==> src/rtl/mpsoc_msi_ahb3_cmd_master_if.sv <==
// ---------------------------------------------------------------------------
// mpsoc_msi_ahb3_cmd_master_if
// Bundles the command/response stream and the AHB3-Lite master bus of the
// command master into one interface.
//   master modport : view of the command master (cmd in, rsp out, AHB out)
//   slave  modport : view of the environment (command source, response sink
//                    and AHB slave / interconnect port)
// Command stream : cmd_valid, cmd_ready, cmd_addr, cmd_write, cmd_size, cmd_wdata
// Response       : rsp_valid, rsp_rdata, rsp_err
// AHB3-Lite      : HSEL, HADDR, HWDATA, HRDATA, HWRITE, HSIZE, HBURST, HPROT,
//                  HTRANS, HMASTLOCK, HREADY, HRESP
// ---------------------------------------------------------------------------
interface mpsoc_msi_ahb3_cmd_master_if #(
    parameter int PLEN = 64,
    parameter int XLEN = 64
) ();
    logic            cmd_valid;
    logic            cmd_ready;
    logic [PLEN-1:0] cmd_addr;
    logic            cmd_write;
    logic [2:0]      cmd_size;
    logic [XLEN-1:0] cmd_wdata;

    logic            rsp_valid;
    logic [XLEN-1:0] rsp_rdata;
    logic            rsp_err;

    logic            HSEL;
    logic [PLEN-1:0] HADDR;
    logic [XLEN-1:0] HWDATA;
    logic [XLEN-1:0] HRDATA;
    logic            HWRITE;
    logic [2:0]      HSIZE;
    logic [2:0]      HBURST;
    logic [3:0]      HPROT;
    logic [1:0]      HTRANS;
    logic            HMASTLOCK;
    logic            HREADY;
    logic            HRESP;

    modport master (
        input  cmd_valid, cmd_addr, cmd_write, cmd_size, cmd_wdata,
        input  HRDATA, HREADY, HRESP,
        output cmd_ready, rsp_valid, rsp_rdata, rsp_err,
        output HSEL, HADDR, HWDATA, HWRITE, HSIZE, HBURST, HPROT, HTRANS, HMASTLOCK
    );

    modport slave (
        output cmd_valid, cmd_addr, cmd_write, cmd_size, cmd_wdata,
        output HRDATA, HREADY, HRESP,
        input  cmd_ready, rsp_valid, rsp_rdata, rsp_err,
        input  HSEL, HADDR, HWDATA, HWRITE, HSIZE, HBURST, HPROT, HTRANS, HMASTLOCK
    );
endinterface

==> src/rtl/mpsoc_msi_ahb3_cmd_master.sv <==
// ---------------------------------------------------------------------------
// mpsoc_msi_ahb3_cmd_master
// AHB3-Lite master turning a valid/ready command stream into pipelined SINGLE
// transfers, one response per command, in command order.
// Ports:
//   HCLK     : clock, all state on posedge
//   HRESETn  : asynchronous active-low reset
//   bus      : mpsoc_msi_ahb3_cmd_master_if.master (command, response, AHB)
// Pipeline: address-phase registers feed data-phase registers whenever
// HREADY is high. A two-cycle ERROR response pulls back the command sitting in
// the address phase (HTRANS forced IDLE) and re-issues it once the errored
// data phase has finished.
// ---------------------------------------------------------------------------
module mpsoc_msi_ahb3_cmd_master #(
    parameter int         PLEN      = 64,
    parameter int         XLEN      = 64,
    parameter logic [3:0] HPROT_VAL = 4'b0011
) (
    input  logic HCLK,
    input  logic HRESETn,
    mpsoc_msi_ahb3_cmd_master_if.master bus
);

    typedef enum logic [0:0] {
        ST_NORMAL = 1'b0,
        ST_ERROR  = 1'b1
    } state_t;

    state_t          r_state;
    state_t          w_state_nxt;

    // address phase
    logic            r_nonseq;
    logic [PLEN-1:0] r_haddr;
    logic            r_hwrite;
    logic [2:0]      r_hsize;
    logic [XLEN-1:0] r_awdata;    // write data travelling with the address phase

    // data phase
    logic            r_dpv;
    logic            r_dp_write;
    logic [XLEN-1:0] r_hwdata;

    // command pulled back from the address phase during an error response
    logic            r_rp_valid;
    logic [PLEN-1:0] r_rp_addr;
    logic            r_rp_write;
    logic [2:0]      r_rp_size;
    logic [XLEN-1:0] r_rp_wdata;

    // response
    logic            r_rsp_valid;
    logic            r_rsp_err;
    logic [XLEN-1:0] r_rsp_rdata;

    logic            w_cmd_ready;
    logic            w_advance;     // normal pipeline step
    logic            w_err_start;   // first cycle of a two-cycle ERROR
    logic            w_err_end;     // second cycle of ERROR, data phase ends

    // State register
    always_ff @(posedge HCLK or negedge HRESETn) begin
        if (!HRESETn) begin
            r_state <= ST_NORMAL;
        end else begin
            r_state <= w_state_nxt;
        end
    end

    // Next-state and pipeline control decode
    always_comb begin
        w_state_nxt = r_state;
        w_cmd_ready = 1'b0;
        w_advance   = 1'b0;
        w_err_start = 1'b0;
        w_err_end   = 1'b0;
        case (r_state)
            ST_NORMAL: begin
                w_cmd_ready = bus.HREADY;
                // HRESP without an active data phase is not ours and is ignored
                if (r_dpv && bus.HRESP && !bus.HREADY) begin
                    w_err_start = 1'b1;
                    w_state_nxt = ST_ERROR;
                end else if (bus.HREADY) begin
                    w_advance   = 1'b1;
                end else begin
                    w_state_nxt = ST_NORMAL;
                end
            end
            ST_ERROR: begin
                if (bus.HREADY) begin
                    w_err_end   = 1'b1;
                    w_state_nxt = ST_NORMAL;
                end else begin
                    w_state_nxt = ST_ERROR;
                end
            end
            default: begin
                w_state_nxt = ST_NORMAL;
            end
        endcase
    end

    // Address, data and replay registers
    always_ff @(posedge HCLK or negedge HRESETn) begin
        if (!HRESETn) begin
            r_nonseq   <= 1'b0;
            r_haddr    <= {PLEN{1'b0}};
            r_hwrite   <= 1'b0;
            r_hsize    <= 3'b000;
            r_awdata   <= {XLEN{1'b0}};
            r_dpv      <= 1'b0;
            r_dp_write <= 1'b0;
            r_hwdata   <= {XLEN{1'b0}};
            r_rp_valid <= 1'b0;
            r_rp_addr  <= {PLEN{1'b0}};
            r_rp_write <= 1'b0;
            r_rp_size  <= 3'b000;
            r_rp_wdata <= {XLEN{1'b0}};
        end else if (w_advance) begin
            r_nonseq   <= bus.cmd_valid;
            if (bus.cmd_valid) begin
                r_haddr  <= bus.cmd_addr;
                r_hwrite <= bus.cmd_write;
                r_hsize  <= bus.cmd_size;
                r_awdata <= bus.cmd_wdata;
            end
            r_dpv      <= r_nonseq;
            r_dp_write <= r_hwrite;
            r_hwdata   <= r_awdata;
        end else if (w_err_start) begin
            // AHB requires IDLE in the second error cycle; park the pending command
            r_rp_valid <= r_nonseq;
            if (r_nonseq) begin
                r_rp_addr  <= r_haddr;
                r_rp_write <= r_hwrite;
                r_rp_size  <= r_hsize;
                r_rp_wdata <= r_awdata;
            end
            r_nonseq   <= 1'b0;
        end else if (w_err_end) begin
            // errored data phase finishes; address phase was IDLE so none follows
            r_dpv      <= 1'b0;
            r_rp_valid <= 1'b0;
            r_nonseq   <= r_rp_valid;
            if (r_rp_valid) begin
                r_haddr  <= r_rp_addr;
                r_hwrite <= r_rp_write;
                r_hsize  <= r_rp_size;
                r_awdata <= r_rp_wdata;
            end
        end else begin
            r_nonseq <= r_nonseq;
        end
    end

    // Response pulse whenever a data phase completes
    always_ff @(posedge HCLK or negedge HRESETn) begin
        if (!HRESETn) begin
            r_rsp_valid <= 1'b0;
            r_rsp_err   <= 1'b0;
            r_rsp_rdata <= {XLEN{1'b0}};
        end else if (r_dpv && bus.HREADY) begin
            r_rsp_valid <= 1'b1;
            r_rsp_err   <= bus.HRESP;
            r_rsp_rdata <= r_dp_write ? {XLEN{1'b0}} : bus.HRDATA;
        end else begin
            r_rsp_valid <= 1'b0;
        end
    end

    assign bus.cmd_ready = w_cmd_ready;
    assign bus.rsp_valid = r_rsp_valid;
    assign bus.rsp_rdata = r_rsp_rdata;
    assign bus.rsp_err   = r_rsp_err;
    assign bus.HTRANS    = {r_nonseq, 1'b0};
    assign bus.HSEL      = r_nonseq;
    assign bus.HADDR     = r_haddr;
    assign bus.HWRITE    = r_hwrite;
    assign bus.HSIZE     = r_hsize;
    assign bus.HWDATA    = r_hwdata;
    assign bus.HBURST    = 3'b000;
    assign bus.HPROT     = HPROT_VAL;
    assign bus.HMASTLOCK = 1'b0;

endmodule

==> src/flat_wrapper.sv <==
// flat-port wrapper written by rule: the top's interface ports become plain ports
module mpsoc_msi_ahb3_cmd_master_flat 
#(
    parameter int         PLEN      = 64,
    parameter int         XLEN      = 64,
    parameter logic [3:0] HPROT_VAL = 4'b0011
)
  (HCLK, HRESETn, bus_cmd_valid, bus_cmd_addr, bus_cmd_write, bus_cmd_size, bus_cmd_wdata, bus_HRDATA, bus_HREADY, bus_HRESP, bus_cmd_ready, bus_rsp_valid, bus_rsp_rdata, bus_rsp_err, bus_HSEL, bus_HADDR, bus_HWDATA, bus_HWRITE, bus_HSIZE, bus_HBURST, bus_HPROT, bus_HTRANS, bus_HMASTLOCK);
  mpsoc_msi_ahb3_cmd_master_if #(.PLEN(PLEN), .XLEN(XLEN)) bus_i ();
  input  logic HCLK;
  input  logic HRESETn;
  input wire logic [$bits(bus_i.cmd_valid)-1:0] bus_cmd_valid;
  input wire logic [$bits(bus_i.cmd_addr)-1:0] bus_cmd_addr;
  input wire logic [$bits(bus_i.cmd_write)-1:0] bus_cmd_write;
  input wire logic [$bits(bus_i.cmd_size)-1:0] bus_cmd_size;
  input wire logic [$bits(bus_i.cmd_wdata)-1:0] bus_cmd_wdata;
  input wire logic [$bits(bus_i.HRDATA)-1:0] bus_HRDATA;
  input wire logic [$bits(bus_i.HREADY)-1:0] bus_HREADY;
  input wire logic [$bits(bus_i.HRESP)-1:0] bus_HRESP;
  output wire logic [$bits(bus_i.cmd_ready)-1:0] bus_cmd_ready;
  output wire logic [$bits(bus_i.rsp_valid)-1:0] bus_rsp_valid;
  output wire logic [$bits(bus_i.rsp_rdata)-1:0] bus_rsp_rdata;
  output wire logic [$bits(bus_i.rsp_err)-1:0] bus_rsp_err;
  output wire logic [$bits(bus_i.HSEL)-1:0] bus_HSEL;
  output wire logic [$bits(bus_i.HADDR)-1:0] bus_HADDR;
  output wire logic [$bits(bus_i.HWDATA)-1:0] bus_HWDATA;
  output wire logic [$bits(bus_i.HWRITE)-1:0] bus_HWRITE;
  output wire logic [$bits(bus_i.HSIZE)-1:0] bus_HSIZE;
  output wire logic [$bits(bus_i.HBURST)-1:0] bus_HBURST;
  output wire logic [$bits(bus_i.HPROT)-1:0] bus_HPROT;
  output wire logic [$bits(bus_i.HTRANS)-1:0] bus_HTRANS;
  output wire logic [$bits(bus_i.HMASTLOCK)-1:0] bus_HMASTLOCK;
  assign bus_i.cmd_valid = bus_cmd_valid;
  assign bus_i.cmd_addr = bus_cmd_addr;
  assign bus_i.cmd_write = bus_cmd_write;
  assign bus_i.cmd_size = bus_cmd_size;
  assign bus_i.cmd_wdata = bus_cmd_wdata;
  assign bus_i.HRDATA = bus_HRDATA;
  assign bus_i.HREADY = bus_HREADY;
  assign bus_i.HRESP = bus_HRESP;
  assign bus_cmd_ready = bus_i.cmd_ready;
  assign bus_rsp_valid = bus_i.rsp_valid;
  assign bus_rsp_rdata = bus_i.rsp_rdata;
  assign bus_rsp_err = bus_i.rsp_err;
  assign bus_HSEL = bus_i.HSEL;
  assign bus_HADDR = bus_i.HADDR;
  assign bus_HWDATA = bus_i.HWDATA;
  assign bus_HWRITE = bus_i.HWRITE;
  assign bus_HSIZE = bus_i.HSIZE;
  assign bus_HBURST = bus_i.HBURST;
  assign bus_HPROT = bus_i.HPROT;
  assign bus_HTRANS = bus_i.HTRANS;
  assign bus_HMASTLOCK = bus_i.HMASTLOCK;
  mpsoc_msi_ahb3_cmd_master #(.PLEN(PLEN), .XLEN(XLEN), .HPROT_VAL(HPROT_VAL)) u_core (.HCLK(HCLK), .HRESETn(HRESETn), .bus(bus_i));
endmodule
==> config.mk <==
export PLATFORM = sky130hd
export DESIGN_NAME = mpsoc_msi_ahb3_cmd_master_flat
export DESIGN_NICKNAME = d
export VERILOG_FILES = /design/src/rtl/mpsoc_msi_ahb3_cmd_master_if.sv /design/src/rtl/mpsoc_msi_ahb3_cmd_master.sv /design/src/flat_wrapper.sv
export SDC_FILE = /design/constraint.sdc
export NUM_CORES = 1
export LEC_CHECK = 0
export ABC_AREA = 1
export BUFFER_PORTS_ARGS = -buffer_cell sky130_fd_sc_hd__buf_2
export CAP_MARGIN = 20
export CORE_MARGIN = 2
export CORE_UTILIZATION = 35
export CTS_CLUSTER_DIAMETER = 60
export CTS_CLUSTER_SIZE = 40
export DETAILED_ROUTE_END_ITERATION = 16
export GPL_TIMING_DRIVEN = 0
export HOLD_SLACK_MARGIN = 0.08
export PLACE_DENSITY_LB_ADDON = 0.08
export RECOVER_POWER = 100
export SYNTH_ARGS = -nofsm -noshare
export SYNTH_HDL_FRONTEND = slang
export SYNTH_SLANG_ARGS = --single-unit
==> constraint.sdc <==
create_clock -name HCLK -period 1.5 [get_ports HCLK]
set_input_delay 0.3 -clock HCLK [delete_from_list [all_inputs] [get_ports HCLK]]
set_output_delay 0.3 -clock HCLK [all_outputs]
set_load 0.01 [all_outputs]
==> qor.yml, run 1 <==
status: "complete, but fails checks"
failed_checks: "setup timing"
setup_viol: 275
ios: 411
power_frac_comb: 0.246
post-route-period-util: 1.14
port-buffer-count: 400
grt_pass1_vias: 16500
ant_nets: 0
synth_top_area_frac: 0.571
dp_hpwl_um: 41500
cts_max_level: 2
route.met3.wl_um: 4130
vias: 16700
synth_edf_count: 0
top_layer: "met5"
power_leakage_nw: 13.2
syn_inst: 2179
path_class: "reg -> out"
die_x_um: 227
power_w: 0.0351
core_area_sq_um: 49200
grt_max_degree: 113
powerDensity_nw_per_um2: 1460
finalHoldViolations: 0
seqPwrFrac: 0.447
ir_worst_vdd_mv: 0.661
std_cell_rows: 81
final_util: 0.487
drt_pass1_iterations: 8
netlist-cell-type-count: 17
routed_via_density: 4.76
cts_tree: "yes"
path_buf_inv: 4
drc_errors: 0
cp-end-kind: "primary output"
whs_ns: 0.103
track_usage: 0.236
place.gp.congestion: 0.839
yosysSeqAreaShare: 0.571
start_kind: "flop"
wl_met2_um: 28200
slew_viol_final: 0
netlist_area_sq_um: 17500
synth_flop_cell: "dfrtp_1"
slew_headroom: 0.551
min_period_ns: 1.72
ys_top_cells_by_area: "dfrtp_1 (57%), nand2_1 (24%), nand3_1 (11%), buf_2 (2.0%), o21ai_0 (1.9%)"
synth.avg_cell_area_sq_um: 8.02
initial_core_util: 0.356
fin_worst_skew_ns: 0.0185
crit_slowest_cell: "dfrtp_2"
antenna_found_initial: 9
synth-async-reset-ratio: 1.00
synthTopCellsByCount: "nand2_1 (1123), dfrtp_1 (399), nand3_1 (397)"
area_growth_pct: 37.0
max_freq_mhz: 583
routed_wl_um: 61200
cts_root_buf: "clkbuf_16"
grt_first_pass_wirelength_um: 94300
required_ns: 1.20
fp.dieH_um: 227
crit_path_max_fanout: 2
cp_cell_sequence: "clkinv_4 -> nand2_8 -> inv_8 -> clkbuf_16 -> buf_6"
yosysMostFrequentCell: "nand2_1"
nets: 3020
power.internal_w: 0.0232
drt_iter0_markers: 1231
insertion_delay_ns: 0.57
cts-buffers-inserted: 38
crit_arrival_ns: 1.42
ys.warnings.count: 0
yosys_register_bits: 399
drive_gt1_frac: 0.188
synth_top_area_cell: "dfrtp_1"
avgRoutedWirePerCell_um: 17.4
clock-sinks: 399
setup_ws_ns: -0.216
clk_pin_slew_ns: 0.07
tightest_slew_ns: 0.674
switching_share: 0.339
place_ws_ns: -0.805
wl_met1_um: 27400
pwr-share-clk: 0.306
hold_class: "in -> reg"
critPathMaxStageDelay_ns: 0.43
critPathTopFamily: "flip-flops"
grt.overflow.total: 0
power.switching_w: 0.0119
dieArea_sq_um: 51700
clk_path_buf_depth: 3
drv_cap: 0
rsz0062_at_grt: "yes"
==> layer usage <==
metal,vias to the layer above,GRT usage
met4,6,0.0677
met2,461,0.376
li1,8210,-
met3,90,0.0550
met1,7966,0.320
met5,-,0
==> area by class of cell <==
class | instances | area, sq um
diodes | 6 | 15.0
inverters | 8 | 42.5
flip-flops and latches | 399 | 9990
multi-input cells | 1605 | 6700
plain buffers | 174 | 1130
fillers | 4865 | 25200
repair buffers | 593 | 3880
clock buffers | 46 | 1030
clock inverters | 22 | 327
well taps | 664 | 831
==> power groups by stage <==
stage               clock [W]  sequential [W]  combinational (W)
floorplan                   0          0.0161            0.00401
global placement            0          0.0157            0.00821
detailed placement          0          0.0158            0.00832
CTS                    0.0110          0.0156            0.00893
global route           0.0114          0.0161            0.00985
finish                 0.0107          0.0157            0.00864
==> cells in the final DEF (no fill, tap or decap) <==
master         instances
inv_2                  1
dfrtp_1              398
dlygate4sd3_1        173
inv_6                  4
clkbuf_1             138
inv_1                  5
nand3_4                3
nor2_4                 3
nand2_1             1123
dfrtp_2                1
buf_6                 21
clkinvlp_4             3
bufinv_16              6
nand2_8                2
nand3_1              397
clkbuf_2             116
buf_4                 42
clkinv_2               2
clkbuf_8               3
clkbuf_16             41
buf_2                253
buf_1                  2
bufbuf_16              1
clkbuf_4              13
clkinv_8               1
clkinv_4               3
conb_1                 9
diode_2                6
inv_8                  5
o21ai_0               68
buf_8                  1
buf_12                 9
==> tightest hold or removal path, delay by kind of cell <==
family        cells  cell delay (ns)
simple gates      4             0.24
buf+inv           1             0.09
==> kinds of logic after synthesis <==
family	after synthesis	synth area share
AOI/OAI and AO/OA	68	0.0195
buffers and inverters	182	0.0503
DFF	399	0.571
other	2	0.000430
and+or+nand+nor	1528	0.359
==> worst paths after layout <==
kind / start / end / slack [ns] / cells past startpoint
worst min-delay path: bus_cmd_wdata[5] / u_core.r_awdata[5]$_DFFE_PN0P_ / 0.10 / 5
max in group asynchronous: HRESETn / u_core.bus.HADDR[26]$_DFFE_PN0P_ / 0.13 / 3
min in group asynchronous: HRESETn / u_core.bus.HWDATA[43]$_DFFE_PN0P_ / 0.30 / 2
worst min register to register: u_core.r_rp_wdata[3]$_DFFE_PN0P_ / u_core.r_rp_wdata[3]$_DFFE_PN0P_ / 0.47 / 2
worst max register to register: u_core.r_state$_DFF_PN0_ / u_core.bus.HADDR[48]$_DFFE_PN0P_ / -0.20 / 8
worst max-delay path: u_core.r_state$_DFF_PN0_ / bus_cmd_ready / -0.22 / 5
==> repair_timing <==
action,in CTS,in global routing
gates resized for setup,104,41
hold buffers,173,0
hold endpoints to repair,240,0
setup buffers,13,2
cloned,1,1
endpoints found under the setup margin,405,388
pin swaps,3,1
==> state kept, by name (all words and copies together) (netlist names) <==
signal                cells
u_core.bus.HADDR         64
u_core.bus.HWDATA        64
u_core.r_rp_wdata        64
u_core.r_rp_size          3
u_core.bus.rsp_rdata     64
u_core.bus.HSIZE          3
u_core.r_rp_write         1
u_core.r_awdata          64
u_core.r_rp_addr         64
u_core.r_rp_valid         1
u_core.bus.HWRITE         1
u_core.r_state            1
u_core.r_dpv              1
u_core.r_dp_write         1
u_core.bus.rsp_err        1
u_core.bus.rsp_valid      1
u_core.bus.HSEL           1
==> through the flow <==
stage	cell area [sq um]	TNS (ns)	instances
final	24000	-22.04	3517
after global routing	24000	-55.36	3517
after CTS	24000	-44.45	3508
after detailed placement	20400	-221.48	3253
after global placement	20300	-3502.19	3250
after floorplan	17500	0	2186
(Power assumes the default switching activity.)
==> run 2: changes to the inputs <==
--- a/config.mk
+++ b/config.mk
@@ -13,7 +13,7 @@
 export CTS_CLUSTER_DIAMETER = 60
 export CTS_CLUSTER_SIZE = 40
 export DETAILED_ROUTE_END_ITERATION = 16
-export GPL_TIMING_DRIVEN = 0
+export GPL_ROUTABILITY_DRIVEN = 0
 export HOLD_SLACK_MARGIN = 0.08
 export PLACE_DENSITY_LB_ADDON = 0.08
 export RECOVER_POWER = 100
==> constraint.sdc (replaced) <==
create_clock -name HCLK -period 2.1 [get_ports HCLK]
set_input_delay 0.42 -clock HCLK [delete_from_list [all_inputs] [get_ports HCLK]]
set_output_delay 0.42 -clock HCLK [all_outputs]
set_load 0.01 [all_outputs]
==> run 2 against run 1 <==
  * The flow now finishes without violations
  * Die area unchanged
  * First-iteration DRC count down 8.4%
  * Utilization down 5.8 points
  * Largest power group unchanged
==> qor.yml, run 2 (synthesis results as in run 1) <==
setup_viol: 0
power.switching_w: 0.00839
finalHoldViolations: 0
drc_errors: 0
slew_viol_final: 0
routed_via_density: 4.93
clock-sinks: 399
vias: 15800
seqPwrFrac: 0.475
cts-buffers-inserted: 37
drt_pass1_iterations: 7
switching_share: 0.355
final_util: 0.430
dp_hpwl_um: 35600
fp.dieH_um: 227
fin_worst_skew_ns: 0.0169
port-buffer-count: 401
drive_gt1_frac: 0.127
power_leakage_nw: 11.6
power_frac_comb: 0.232
powerDensity_nw_per_um2: 1120
ir_worst_vdd_mv: 0.476
ant_nets: 0
drt_iter0_markers: 1128
tightest_slew_ns: 0.994
crit_path_max_fanout: 23
antenna_found_initial: 10
min_period_ns: 1.99
die_x_um: 227
grt_max_degree: 114
initial_core_util: 0.356
drv_cap: 0
power.internal_w: 0.0152
status: "finished clean"
rsz0062_at_grt: "no"
place_ws_ns: 0.336
dieArea_sq_um: 51700
grt_first_pass_wirelength_um: 89300
clk_pin_slew_ns: 0.08
slew_headroom: 0.338
std_cell_rows: 81
post-route-period-util: 0.949
seq_area_sq_um: 9990
clk_path_buf_depth: 3
grt_pass1_vias: 15500
pwr-share-clk: 0.294
cts_tree: "yes"
insertion_delay_ns: 0.56
multi_input_area_sq_um: 6690
core_area_sq_um: 49200
nets: 2704
routed_wl_um: 57900
crit_arrival_ns: 1.57
n_fill_cell: 5102
final_cell_mix: "nand2_1 (1122), dfrtp_1 (398), nand3_1 (397)"
setup_ws_ns: 0.107
path_class: "reg -> out"
stdcell_area_sq_um: 21100
area_growth_pct: 20.9
track_usage: 0.222
placed_cell_area_sq_um: 20300
required_ns: 1.68
layout_commonest_cell: "nand2_1"
cp-end-kind: "primary output"
ios: 411
max_freq_mhz: 502
hold_class: "in -> reg"
grt.overflow.total: 0
tns_ns: 0
start_kind: "flop"
avgRoutedWirePerCell_um: 18.1
cts_max_level: 2
cts_root_buf: "clkbuf_16"
==> run 2: cell type report <==
type                            instances  area share
Clock buffer                           40      0.0458
Timing Repair Buffer                  452       0.111
Inverter                                8     0.00178
Tap cell                              664      0.0393
Multi-Input combinational cell       1605       0.317
Clock inverter                         24      0.0117
Sequential cell                       399       0.473
Antenna cell                            5    0.000592
==> run 2: final timing paths <==
kind	slack, ns	startpoint	cells after the start	to
worst min register to register	0.47	u_core.r_rp_wdata[49]$_DFFE_PN0P_	2	u_core.r_rp_wdata[49]$_DFFE_PN0P_
worst max register to register	0.15	u_core.r_state$_DFF_PN0_	6	u_core.bus.HWDATA[37]$_DFFE_PN0P_
min in group asynchronous	0.37	HRESETn	2	u_core.bus.HWDATA[44]$_DFFE_PN0P_
worst min-delay path	0.11	bus_HRDATA[35]	3	u_core.bus.rsp_rdata[35]$_DFFE_PN0P_
worst max-delay path	0.11	u_core.bus.HSEL$_DFFE_PN0P_	2	bus_HTRANS[1]
max in group asynchronous	0.36	HRESETn	3	u_core.bus.HWDATA[2]$_DFFE_PN0P_
==> run 2: per-layer routing <==
layer / part of all wire / wire length (um) / track usage
met5: 0.0013 / 74 / 0
met4: 0.022 / 1290 / 0.0673
met3: 0.064 / 3740 / 0.0405
met2: 0.46 / 26400 / 0.353
met1: 0.46 / 26400 / 0.309
==> run 2: power by group through the flow <==
stage,Combinational [W],Clock (W),Sequential [W]
global route,0.00630,0.00745,0.0115
global placement,0.00581,0,0.0112
detailed placement,0.00590,0,0.0113
CTS,0.00592,0.00716,0.0112
floorplan,0.00286,0,0.0115
finish,0.00547,0.00693,0.0112
==> run 2: timing repair <==
action,4_1_cts,5_1_grt
hold buffers,3,0
gates resized for setup,1,1
endpoints found under the setup margin,1,1
setup buffers,1,0
endpoints found under the hold margin,42,0
==> run 2: through the flow <==
stage | std cells | hold WS, ns | power, W
floorplan | 2186 | 0.124 | 0.0144
global placement | 3124 | 0.408 | 0.0170
detailed placement | 3124 | 0.407 | 0.0172
CTS | 3192 | 0.0800 | 0.0242
global route | 3196 | 0.0943 | 0.0252
finish | 3197 | 0.108 | 0.0236
==> run 2: worst max-delay path, stage by stage, from the launching register on <==
cell and delay (ns):
dfrtp_4 0.51, clkbuf_4 0.30, buf_2 0.21
